`config.mk`:
```
export PLATFORM = sky130hd
export DESIGN_NAME = stall_controller
export DESIGN_NICKNAME = d
export VERILOG_FILES = /design/src/rtl/stall_controller.sv
export SDC_FILE = /design/constraint.sdc
export NUM_CORES = 1
export LEC_CHECK = 0
export CAP_MARGIN = 40
export CORE_MARGIN = 1
export CORE_UTILIZATION = 40
export DETAILED_ROUTE_END_ITERATION = 12
export DONT_BUFFER_PORTS = 1
export HOLD_SLACK_MARGIN = 0.15
export PLACE_DENSITY = 0.52
export SLEW_MARGIN = 20
export SYNTH_ARGS = -nofsm -noshare
export SYNTH_HDL_FRONTEND = slang
export SYNTH_SLANG_ARGS = --single-unit
export TNS_END_PERCENT = 30
```
`constraint.sdc`:
```
create_clock -name clk -period 4.8 [get_ports clk]
set_clock_uncertainty 0.2 [all_clocks]
set_input_delay 0.24 -clock clk [delete_from_list [all_inputs] [get_ports clk]]
set_output_delay 0.24 -clock clk [all_outputs]
set_load 0.02 [all_outputs]
```
`src/rtl/stall_controller.sv`:
```
// rtl/stall_controller.sv - pipeline stall/flush sequencer with multi-cycle sort handshake
// Zero-latency freeze/flush/bubble decode plus saturating stall statistics.
module stall_controller #(
  parameter int unsigned SORT_TIMEOUT = 255,
  parameter int unsigned CNT_W        = 16
) (
  input  logic             clk,
  input  logic             rst,
  input  logic             hazard,
  input  logic             sorthazard,
  input  logic             branch_taken,
  input  logic             sort_done,
  input  logic             stat_clr,
  output logic             freeze_pc,
  output logic             freeze_ifid,
  output logic             flush_ifid,
  output logic             bubble_idex,
  output logic             sort_start,
  output logic             sort_busy,
  output logic             sort_timeout_err,
  output logic [CNT_W-1:0] stall_count
);

  typedef enum logic [1:0] {
    ST_RUN        = 2'd0,
    ST_SORT_START = 2'd1,
    ST_SORT_WAIT  = 2'd2,
    ST_SORT_DRAIN = 2'd3
  } state_e;

  localparam logic [15:0]      WAIT_LAST = 16'(SORT_TIMEOUT - 1);
  localparam logic [CNT_W-1:0] CNT_MAX   = '1;

  state_e           state_q, state_d;
  logic [15:0]      wait_q, wait_d;
  logic [CNT_W-1:0] stall_count_q, stall_count_d;
  logic             err_q, err_d;
  logic             err_set;

  always_ff @(posedge clk or negedge rst) begin
    if (!rst) begin
      state_q       <= ST_RUN;
      wait_q        <= '0;
      stall_count_q <= '0;
      err_q         <= 1'b0;
    end else begin
      state_q       <= state_d;
      wait_q        <= wait_d;
      stall_count_q <= stall_count_d;
      err_q         <= err_d;
    end
  end

  always_comb begin
    state_d     = state_q;
    wait_d      = wait_q;
    err_set     = 1'b0;
    freeze_pc   = 1'b0;
    freeze_ifid = 1'b0;
    flush_ifid  = 1'b0;
    bubble_idex = 1'b0;
    unique case (state_q)
      ST_RUN: begin
        // A taken branch squashes the wrong-path instruction, so stalling it is pointless.
        if (branch_taken) begin
          flush_ifid  = 1'b1;
          bubble_idex = 1'b1;
        end else if (sorthazard) begin
          freeze_pc   = 1'b1;
          freeze_ifid = 1'b1;
          bubble_idex = 1'b1;
          state_d     = ST_SORT_START;
        end else if (hazard) begin
          freeze_pc   = 1'b1;
          freeze_ifid = 1'b1;
          bubble_idex = 1'b1;
        end
      end
      ST_SORT_START: begin
        freeze_pc   = 1'b1;
        freeze_ifid = 1'b1;
        bubble_idex = 1'b1;
        wait_d      = '0;
        state_d     = ST_SORT_WAIT;
      end
      ST_SORT_WAIT: begin
        freeze_pc   = 1'b1;
        freeze_ifid = 1'b1;
        bubble_idex = 1'b1;
        wait_d      = wait_q + 16'd1;
        if (sort_done) begin
          state_d = ST_SORT_DRAIN;
        end else if (wait_q == WAIT_LAST) begin
          err_set = 1'b1;
          state_d = ST_SORT_DRAIN;
        end
      end
      ST_SORT_DRAIN: begin
        // Release IF/ID but flush it so the sort's successor is fetched again.
        freeze_pc   = 1'b1;
        flush_ifid  = 1'b1;
        bubble_idex = 1'b1;
        state_d     = ST_RUN;
      end
      default: state_d = ST_RUN;
    endcase
  end

  always_comb begin
    stall_count_d = stall_count_q;
    if (stat_clr) begin
      stall_count_d = '0;
    end else if (freeze_pc && (stall_count_q != CNT_MAX)) begin
      stall_count_d = stall_count_q + CNT_W'(1);
    end
  end

  always_comb begin
    err_d = err_q;
    if (err_set) begin
      err_d = 1'b1;
    end else if (stat_clr) begin
      err_d = 1'b0;
    end
  end

  assign sort_start       = (state_q == ST_SORT_START);
  assign sort_busy        = (state_q != ST_RUN);
  assign sort_timeout_err = err_q;
  assign stall_count      = stall_count_q;

endmodule

```
After elaboration in Yosys (flattened, before gate mapping)
Index checks and enable logic that the tools add are counted.
{"block": "word_totals", "mem_bits_rw": 0, "word_cells": 45, "register_bits": 35, "mem_count": 0, "rom_bits": 0, "latch_bits": 0, "out_inout_bits": 23, "inputBits": 7}
{"block": "op_classes", "n_mul": 0, "shift": 0, "n_mux": 22, "order_cmp": 0, "n_eq_ne": 8, "bitwise": 0, "n_div": 0, "n_reduce_logical": 9, "n_addsub": 2}
{"op": "$add 16x1->16 const B", "n": 2}
{"op": "$mux 16", "n": 2}
{"op": "$pmux 16 s2", "n": 1}
{"op": "$eq 16x8->1 const B", "n": 1}
{"op": "$ne 16x16->1 const B", "n": 1}
{"op": "$mux 1", "n": 10}
{"op": "$mux 2", "n": 4}
{"op": "$pmux 1 s2", "n": 4}
{"op": "$pmux 2 s4", "n": 1}
{"op": "$reduce_bool 2->1", "n": 4}
{"op": "$eq 2x2->1 const B", "n": 2}
{"op": "$ne 2x2->1 const B", "n": 2}
{"op": "$ne 3x3->1 const B", "n": 1}
{"op": "$reduce_and 3->1", "n": 1}
{"op": "$reduce_or 3->1", "n": 1}
{"op": "$eq 2x1->1 const B", "n": 1}
{"op": "$logic_not 2->1", "n": 1}
{"op": "$reduce_or 2->1", "n": 1}
{"op": "$logic_and 1x1->1", "n": 1}

Longest topological paths before layout
{"block": "logic_depth", "word_depth": 7, "mapped_depth": 7, "ltp_nobuf": 7}

Least setup slack after synthesis
OpenSTA, ideal clock, no wires.
{"block": "synth_timing", "path_kind": "register -> register", "from": "register state_q[0]", "to": "register stall_count_q[13] (netlist: stall_count[13])", "slack_ps": 2604, "t_arrival_ps": 1872, "n_path_buf": 0, "setup_time_ps": 125, "path_stages_with_launch": 7, "synth_period_minus_slack_ps": 2196, "required_time_ps": 4475, "cell_sequence": "dfrtp_1 -> inv_1 -> ha_1 -> inv_1 -> o2111ai_2 -> nor4b_1 -> mux2_2"}
{"block": "synth_via", "elab_chain_len": 5}
{"element": "from (decl)", "line": "34", "text": "state_e state_q, state_d;"}
{"element": "from (signal assigned)", "line": "47", "text": "state_q <= state_d;"}
{"element": "$eq 2x1->1 / $eq 2x2->1 (equally long branches)", "line": "62", "text": "unique case (state_q)"}
{"element": "$reduce_or 3->1 (no source line)"}
{"element": "$pmux 1 s2 (*)", "line": "62"}
{"element": "$logic_and 1x1->1 (*)", "line": "113", "text": "end else if (freeze_pc && (stall_count_q != CNT_MAX)) begin"}
{"element": "$reduce_bool 2->1 (no source line) (*)"}
{"element": "to (signal assigned)", "line": "49", "text": "stall_count_q <= stall_count_d;"}
{"element": "to (decl)", "line": "36", "text": "logic [CNT_W-1:0] stall_count_q, stall_count_d;"}
Mark *: on every way between the ends. The rest lies on a longest branch, timed or not.
A chain may end at the register's enable or synchronous reset.

Final worst setup path
{"block": "layout_timing", "from": "register state_q[0]", "to": "output port freeze_ifid"}
{"block": "layout_via", "elab_chain_len": 3}
{"element": "$eq 2x1->1 / $eq 2x2->1 (equally long branches)", "line": "62"}
{"element": "$reduce_or 2->1 (no source line)"}
{"element": "$pmux 1 s2 (*)", "line": "62"}
{"element": "to (decl)", "line": "15", "text": "output logic freeze_ifid,"}
Marks and branches as above.

==> summary.md <==
| Metric | Value |
|---|---|
| Grt ovf | 0 |
| Top Usage Layer GRT | met2 |
| Post-Synth Adder-Cell Area | under 10% |
| Sink Count | 35 |
| Outcome | finished, final reports clean |
| # diodes | 0 |
| Final worst path period need | 2540 ps |
| Root Buffer | clkbuf_8 |
| HP Class | primary input to asynchronous set/reset pin |
| Max Root-Sink Buffers | 2 |
| Worst-path clk slew | roughly 80 ps |
| Post-Syn Area | between 2000 and 2500 sq um |
| Leak | around 0.95 nW |
| Synth Flop Type | dfrtp_1 |
| Number of global-route vias before repair | between 1500 and 2000 |
| Worst VDD drop | 0.166 mV |
| GR Util All Layers | between 20 and 25% |
| CTS tree | yes |
| Mux cell area share after synthesis | about 2% |
| GPL Wtd Cong | ~0.76 |
| Via-to-Cell Ratio | between 6 and 7 |
| Drt first pass iters | 4 |
| Drt wl/cell | about 18 um |
| Tcrit/Tclk final | between 50 and 60% |
| Yosys cell types | between 50 and 60 |
| Leading cell type in the layout, fill and taps excluded | dfrtp_1 |
| Postcts setup bufs | 0 |
| Compound-Gate Fraction of Synth Area | about 22% |
| Post-synth EDFFs | 0 |
| Simple-gate portion of the synthesized area | between 20% and 30% |
| DR iter-0 viols | 118 |
| IO Pins | 30 |
| Mapped Cells | ~230 |
| Cell Rows | 26 |
| Largest net degree at the start of global routing | 36 |
| CP Capture Type | output pin |
| YS warnings | 0 |
| Input/output buffers | 0 |
| Power Total | approximately 0.94 mW |
| Mapped Nets | 242 |
| Fin. Hold Viols | 0 |
| Hpwl dp | roughly 3.6 mm |
| Yosys reg bits | 35 |
| Met2 Use GR | about 36% |
| Worst path arrival time | 2100 ps |
| WS Path Type | flip-flop to output pin |
| Worst-margin pin slew | 744 ps |
| Register area share after synthesis | 41.0% |
| Global-route met3 utilization | 5.22% |
| Final Slew Violations | 0 |
| Final nets | 245 |
| First-pass GRT wire length | slightly above 8 mm |
| Placed inst area | around 2200 sq um |
| PwrDens | 402 nW/um^2 |
| Remaining antenna violation count | 0 |
| Initial antenna violation count | 0 |
| Worst Path Max Fanout | 14 |
| Unrepaired setup endpoints after global routing | no |
| Startpoint types | flip-flop |
| Die ar. | 5640 sq um |
| Post_cts resized | 0 |
| Xor-xnor portion of the synthesized cell area | 0% |
| Multi-input logic area | between 1000 and 1500 sq um |
| Area grow syn2layout | 9.84% |
| Max_slew headroom | about half |
| Register Area | between 800 and 900 sq um |
| Post-Syn Area per Cell | around 9.5 sq um |
| Num CTS Buffers | 5 |
| Via count | 1853 |
| Combinational family with the most area after synthesis | simple AND/OR/NAND/NOR gates |
| Fmax | between 300 and 400 MHz |
| H-tree depth | 2 |
| Max-Cap Viols | 0 |
| Final WL | 5.29 mm |
| Final TNS setup | 0 ps |
| Worst Path Required | around 4400 ps |
| DR DRC count | 0 |
| Most frequent cells in the layout | dfrtp_1, a21oi_1, o21ai_0, nand2_1, o31ai_1 |
| Design Area, Final | about 2300 sq um |
| Die X | about 75 um |
| Fill cells | ~500 |
| Clk_lat worst skew | slightly below 300 ps |
| Chip height | 75.1 um |
| Async SR Flop Fraction | 100% |
| M1 GR Usage | roughly 23% |
| Layout cell share with drive strength beyond 1 | under 10% |
| Core ar. | between 5000 and 6000 sq um |
| Setup violations, final | 0 |
| Initial Util | 41.6% |
==> state kept, by name (all words and copies together) (netlist names) <==
register and count:
sort_timeout_err 1, stall_count 16, state_q 2, wait_q 16
==> worst paths after layout <==
check | cells after the start | slack (ps) | start | to
worst min-delay path | 2 | 210 | rst | stall_count[1]
worst max-delay path | 5 | 2260 | state_q[0] | freeze_ifid
worst min register to register | 1 | 290 | wait_q[5] | wait_q[5]
min in group clk | 4 | 280 | sorthazard | stall_count[0]
worst max register to register | 6 | 2340 | state_q[0] | stall_count[13]
max in group asynchronous | 2 | 4000 | rst | stall_count[7]
==> stage by stage <==
step	std cells	util [%]	setup slack, ps	hold WS, ps
global placement	286	42.4	2470	-255
detailed placement	286	42.4	2380	-255
finish	300	45.7	2260	208
CTS	300	45.7	2270	205
global route	300	45.7	2110	220
floorplan	226	-	2600	-256
==> synth_stat cells, drive strengths merged (3+ instances only) <==
library cell	instances	share of area, %
buf	4	1.2
clkbuf	6	1.1
o31ai	14	4.9
ha	9	5.3
and3	4	1.2
or4	11	3.9
or3	4	1.3
and2	3	0.88
o21ai	15	3.5
a31oi	6	1.8
dfrtp	35	41
and4	3	1.5
nor2	11	2.3
inv	12	2.1
nor2b	3	0.88
nand2	15	2.8
a21oi	19	4.4
o211ai	3	1.7
nor4	3	1.6
nand4	9	3.3
nand3	11	2.6
==> timing repair <==
item	in CTS	in global routing
hold endpoints to repair	54	0
setup endpoints to repair	0	0
hold buffers	6	0
==> area by class of cell <==
type | count | area share, %
inverter | 13 | 2.08
multi-input combinational | 168 | 49.6
sequential | 35 | 37.3
timing repair buffer | 6 | 2.99
clock buffer | 8 | 4.26
tap | 70 | 3.73
==> report_power, final <==
part / switching [mW] / leakage, nW / internal, mW
Sequential: 0.0365 / 0.481 / 0.318
Combinational: 0.252 / 0.413 / 0.0958
Clock: 0.110 / 0.0515 / 0.131
==> layer usage <==
| layer | vias up | share of wire, % |
|---|---|---|
| met2 | 43 | 54 |
| li1 | 870 | - |
| met4 | 0 | 1.0 |
| met1 | 932 | 42 |
| met5 | - | 0 |
| met3 | 8 | 3.2 |
==> critical path, cell delays in order (launching register included) <==
cell and delay [ps]:
dfrtp_1 430, inv_1 110, ha_1 470, inv_1 290
o31a_1 180, nor2_1 320
==> cell families (layout without fill, tap and decap cells) <==
family | Yosys count | after routing
AND/OR/NAND/NOR | 85 | 85
AO/OA/AOI/OAI | 70 | 70
flip-flops | 35 | 35
buffers and inverters | 23 | 27
adder cells (fa/ha/maj) | 9 | 9
multiplexers | 4 | 4
Power figures use the tool's default switching activity.
